<file path="config.mk">
export PLATFORM = sky130hd
export DESIGN_NAME = key_decoder
export DESIGN_NICKNAME = d
export VERILOG_FILES = /design/src/rtl/key_decoder.sv
export SDC_FILE = /design/constraint.sdc
export NUM_CORES = 1
export LEC_CHECK = 0
export BUFFER_PORTS_ARGS = -buffer_cell sky130_fd_sc_hd__buf_4
export CAP_MARGIN = 20
export CORE_UTILIZATION = 38
export CTS_CLUSTER_SIZE = 10
export DETAILED_ROUTE_END_ITERATION = 10
export PLACE_DENSITY = 0.65
export SYNTH_ARGS = -nofsm -noshare
export SYNTH_HDL_FRONTEND = slang
export SYNTH_SLANG_ARGS = --single-unit
</file>
<file path="constraint.sdc">
create_clock -name pclk -period 3.7 [get_ports pclk]
set_input_delay 0.37 -clock pclk [delete_from_list [all_inputs] [get_ports pclk]]
set_output_delay 0.37 -clock pclk [all_outputs]
set_load 0.02 [all_outputs]
</file>
<file path="src/rtl/key_decoder.sv">
// PS/2 scan-code-set-2 decoder: tracks E0/F0 prefixes, produces navigation pulses, held levels and last make code.
// Optional build macro KEY_AUTOREPEAT_EN: every make of a mapped key pulses key, including typematic repeats.
module key_decoder #(
    parameter int TIMEOUT_CYCLES = 65000000,
    parameter int CNT_W          = 26
) (
    input  logic       pclk,
    input  logic       rst,
    input  logic [7:0] rx_data,
    input  logic       rx_valid,
    output logic [7:0] keycode,
    output logic [5:0] key,
    output logic [5:0] key_held,
    output logic       seq_error,
    output logic [1:0] state_dbg
);

    // Input handshake: rx_data is sampled on every pclk edge where rx_valid=1.
    // There is no ready; the decoder accepts a byte on every cycle, back-to-back included.

    typedef enum logic [1:0] {
        IDLE    = 2'd0,
        EXT     = 2'd1,
        BRK     = 2'd2,
        EXT_BRK = 2'd3
    } state_t;

    localparam logic [CNT_W-1:0] CNT_LAST = CNT_W'(TIMEOUT_CYCLES - 1);

    state_t           state, state_n;
    logic [CNT_W-1:0] cnt, cnt_n;
    logic [7:0]       keycode_n;
    logic [5:0]       key_n;
    logic [5:0]       held_n;
    logic             err_n;
    logic             do_make;
    logic             do_break;
    logic             code_ext;
    logic [5:0]       code_map;

    function automatic logic [5:0] map_code(input logic ext, input logic [7:0] code);
        logic [5:0] m;
        m = 6'b000000;
        if (ext) begin
            case (code)
                8'h75:   m = 6'b000001;
                8'h72:   m = 6'b000010;
                8'h6B:   m = 6'b000100;
                8'h74:   m = 6'b001000;
                default: m = 6'b000000;
            endcase
        end else begin
            case (code)
                8'h5A:   m = 6'b010000;
                8'h76:   m = 6'b100000;
                default: m = 6'b000000;
            endcase
        end
        return m;
    endfunction

    always_ff @(posedge pclk) begin
        if (rst) begin
            state     <= IDLE;
            cnt       <= '0;
            keycode   <= 8'h00;
            key       <= 6'b000000;
            key_held  <= 6'b000000;
            seq_error <= 1'b0;
        end else begin
            state     <= state_n;
            cnt       <= cnt_n;
            keycode   <= keycode_n;
            key       <= key_n;
            key_held  <= held_n;
            seq_error <= err_n;
        end
    end

    always_comb begin
        state_n   = state;
        cnt_n     = cnt;
        keycode_n = keycode;
        key_n     = 6'b000000;
        held_n    = key_held;
        err_n     = 1'b0;
        do_make   = 1'b0;
        do_break  = 1'b0;
        code_ext  = 1'b0;

        if (rx_valid) begin
            cnt_n = '0;
            case (state)
                IDLE: begin
                    if (rx_data == 8'hE0) begin
                        state_n = EXT;
                    end else if (rx_data == 8'hF0) begin
                        state_n = BRK;
                    end else if (!(rx_data inside {8'h00, 8'hAA, 8'hFA, 8'hFE, 8'hFF})) begin
                        do_make = 1'b1;
                    end
                end
                EXT: begin
                    if (rx_data == 8'hF0) begin
                        state_n = EXT_BRK;
                    end else if (rx_data != 8'hE0) begin
                        do_make  = 1'b1;
                        code_ext = 1'b1;
                        state_n  = IDLE;
                    end
                end
                BRK: begin
                    do_break = 1'b1;
                    state_n  = IDLE;
                end
                EXT_BRK: begin
                    do_break = 1'b1;
                    code_ext = 1'b1;
                    state_n  = IDLE;
                end
                default: state_n = IDLE;
            endcase
        end else if (state != IDLE) begin
            // An abandoned prefix leaves keycode/key_held untouched.
            if (cnt == CNT_LAST) begin
                state_n = IDLE;
                cnt_n   = '0;
                err_n   = 1'b1;
            end else begin
                cnt_n = cnt + 1'b1;
            end
        end

        code_map = map_code(code_ext, rx_data);

        if (do_make) begin
            keycode_n = rx_data;
            held_n    = key_held | code_map;
`ifdef KEY_AUTOREPEAT_EN
            key_n     = code_map;
`else
            key_n     = code_map & ~key_held;
`endif
        end

        if (do_break) begin
            if (rx_data == keycode) begin
                keycode_n = 8'h00;
            end
            held_n = key_held & ~code_map;
        end
    end

    assign state_dbg = state;

endmodule

</file>
==> flow_metrics.tcl <==
set metrics [dict create \
    syn_inst 277 \
    io_pins 34 \
    power_density_nw_per_um2 337 \
    fin_skew_ns 0.00603 \
    cts_resized 0 \
    regArea_um2 981 \
    num-fill-cells 611 \
    yosys.area_share.simple_pct 29.5 \
    slew_viol_final 0 \
    status "completed" \
    tightest_slew_ns 1.10 \
    post-route-drc-count 0 \
    cp_num_buf_inv 0 \
    arrival_ns 2.44 \
    syn_area_per_cell_um2 8.68 \
    place_inst 366 \
    drt_wl_total_um 5080 \
    wl_per_cell_um 13.6 \
    r2r_start "cnt[6]" \
    ant_nets 0 \
    layout.cells.non_filler 374 \
    area_growth_syn_to_layout_pct 12.9 \
    grt_pass1_vias 1763 \
    core_um2 6030 \
    slowest_stage "nor4_2" \
    multiInputGateArea_um2 1290 \
    holdCritStartpoint "rx_valid" \
    synthXorXnorAreaFrac_pct 12.0 \
    std_cell_rows 28 \
    clock_sinks 49 \
    track_usage_pct 16.0 \
    fmax_mhz 438 \
    first_pass_iters 4 \
    grt_overflow 0 \
    worst-path-max-fanout 12 \
    synth_edf_count 0 \
    clk_latency_ns 0.30 \
    clk_pin_slew_ns 0.08 \
    synthFlopType "dfxtp_1" \
    max_cap_violations 0 \
    post-cts-setup-buffers 0 \
    syn_area_um2 2400 \
    crit_chain "nand4_1 -> nor4_2 -> nand4_1 -> xor2_1 -> nor2_1" \
    totalPowerFinal_uw 914 \
    dr.first_iter.drc_count 93 \
    cts_tree "built" \
    antenna_found_initial 0 \
    critPathMaxStageDelay_ns 0.98 \
    syn-num-nets 289 \
    ys_seq_area_share_pct 40.8 \
    leakage_uw 0.00101 \
    cp.required_ns 3.86 \
    globalplace.congestion 0.834 \
    crit_path_end_kind "register" \
    initial_core_util_pct 39.9 \
    synthAdderAreaFrac_pct 0.520 \
    yosysWarningCount 0 \
    max-slew-margin-rel_pct 26.3 \
    ctsHoldBuffers 0 \
    layout-drive-gt1-share_pct 17.1 \
    criticalPathCategory "reg2reg" \
    hp-class "in2reg" \
    ir_worst_vdd_mv 0.156 \
    worstSetupStartpoint "cnt[6]" \
    regToRegSetupSlack_ns 1.41 \
    die_w_um 81.6 \
    postLayoutCoreUtil_pct 45.1 \
    period_needed_ns 2.29 \
    grt_pass1_wl_um 8210 \
    htreeDepth 2 \
    synth_compound_area_share_pct 11.8 \
    ys_async_sr_fraction_pct 0 \
    crit_top_cell "nand4_1" \
    setup_viol 0 \
    clockBufferDepth 2 \
    fin_crit_sh_pct 61.8 \
    cts_buffers 5 \
    crit_path_start_kind "register" \
    clockRootBuffer "clkbuf_8" \
    final_hold_viol_count 0 \
    grt_max_degree 27 \
    dp_hpwl_um 3550 \
    vias_per_cell 5.26 \
    insertedDiodeCount 0 \
    die_h_um 81.6 \
    portBuffers 33 \
    synthDistinctLibCells 50 \
    rsz0062_at_grt "false" \
    synth_top_family_by_area "simple AND/OR/NAND/NOR gates" \
    die_area_um2 6650 \
    yosys_register_bits 49 \
    final_nets 310 \
    crit_family "simple AND/OR/NAND/NOR gates" \
    tns_ns 0 \
    vias 1966 \
    muxShareOfSynthArea_pct 0 \
]
-- area by class of cell --
| type | instances | share of cell area (%) |
|---|---|---|
| clock buffers | 6 | 2.67 |
| clock inverters | 2 | 0.369 |
| inverters | 4 | 0.553 |
| multi-input cells | 205 | 47.7 |
| well taps | 75 | 3.46 |
| repair buffers | 33 | 9.12 |
| flip-flops and latches | 49 | 36.1 |
-- metrics by stage --
stage / area (um^2) / hold slack (ns) / worst slack (ns)
3_3_place_gp: 2630 / 0.448 / 1.48
6_report: 2720 / 0.338 / 1.41
3_5_place_dp: 2630 / 0.453 / 1.44
5_1_grt: 2720 / 0.336 / 1.20
4_1_cts: 2720 / 0.326 / 1.42
2_1_floorplan: 2400 / 0.449 / 1.82
-- kinds of logic (layout without fill, tap and decap cells) --
logic type	after synthesis	in the layout
compound gates	43	43
buf+inv	23	45
flops	49	49
simple gates	128	128
xor+xnor	33	33
fa+ha+maj	1	1
-- synthesized netlist by cell type (all sizes together) (2+ instances only) --
cell type | n | area, um^2
nor4bb | 2 | 20.0
o22ai | 2 | 25.0
nand3 | 15 | 75.1
a22o | 3 | 27.5
nand2b | 3 | 18.8
nand4b | 2 | 17.5
a21oi | 11 | 55.1
and4 | 2 | 17.5
o21ai | 16 | 83.8
and3 | 6 | 37.5
xnor2 | 13 | 114
a21o | 2 | 15.0
nor4 | 3 | 25.0
nand4 | 12 | 75.1
nor2b | 6 | 37.5
nor3b | 4 | 35.0
xor2 | 20 | 175
nand2 | 18 | 67.6
nor3 | 9 | 65.1
nor4b | 2 | 17.5
nor2 | 37 | 139
dfxtp | 49 | 981
buf | 18 | 110
inv | 4 | 15.0
-- layout by cell type (no fill, tap or decap), types with 2 or more instances in the layout --
master,Yosys,routed
a21oi_1,11,11
inv_1,4,4
o22ai_2,2,2
nand4_1,12,12
nor4_1,2,2
nor2b_1,6,6
dfxtp_1,49,49
nor2_1,37,37
nor3b_1,3,3
o21ai_1,8,8
xnor2_1,13,13
and3_1,6,6
nor3_1,5,5
o21ai_0,7,7
and4_1,2,2
xor2_1,20,20
nand3_1,15,15
nor4bb_1,2,2
a22o_1,2,2
nor3_2,4,4
nand4b_1,2,2
nand2b_1,3,3
buf_4,3,33
clkinv_2,0,2
a21o_1,2,2
clkbuf_8,0,5
nor4b_1,2,2
nand2_1,18,18
-- worst register-to-register path, cell delays in order, from the launching register on --
cell,delay (ns)
dfxtp_1,0.45
nand4_1,0.24
nor4_2,0.98
nand4_1,0.22
xor2_1,0.21
nor2_1,0.05
-- path summary, 6_finish.rpt --
kind                                   to  cells past startpoint
worst max-delay path              cnt[23]                      5
worst min register to register     key[4]                      1
worst min-delay path            seq_error                      2
worst max register to register    cnt[23]                      5
-- metal layers --
layer | routed length [um] | track usage (%) | vias up
li1 | - | - | 1009
met1 | 2590 | 22.5 | 905
met2 | 2260 | 24.2 | 50
met3 | 204 | 3.22 | 2
met4 | 24 | 5.36 | 0
met5 | 0 | 0 | -
-- power breakdown --
group / total (uW) / leakage, uW / internal (uW) / switching (uW)
Clock: 300 / 0.0000450 / 131 / 169
Sequential: 537 / 0.000396 / 532 / 4.98
Combinational: 77.2 / 0.000569 / 31.0 / 46.2
Power figures use the tool's default switching activity.
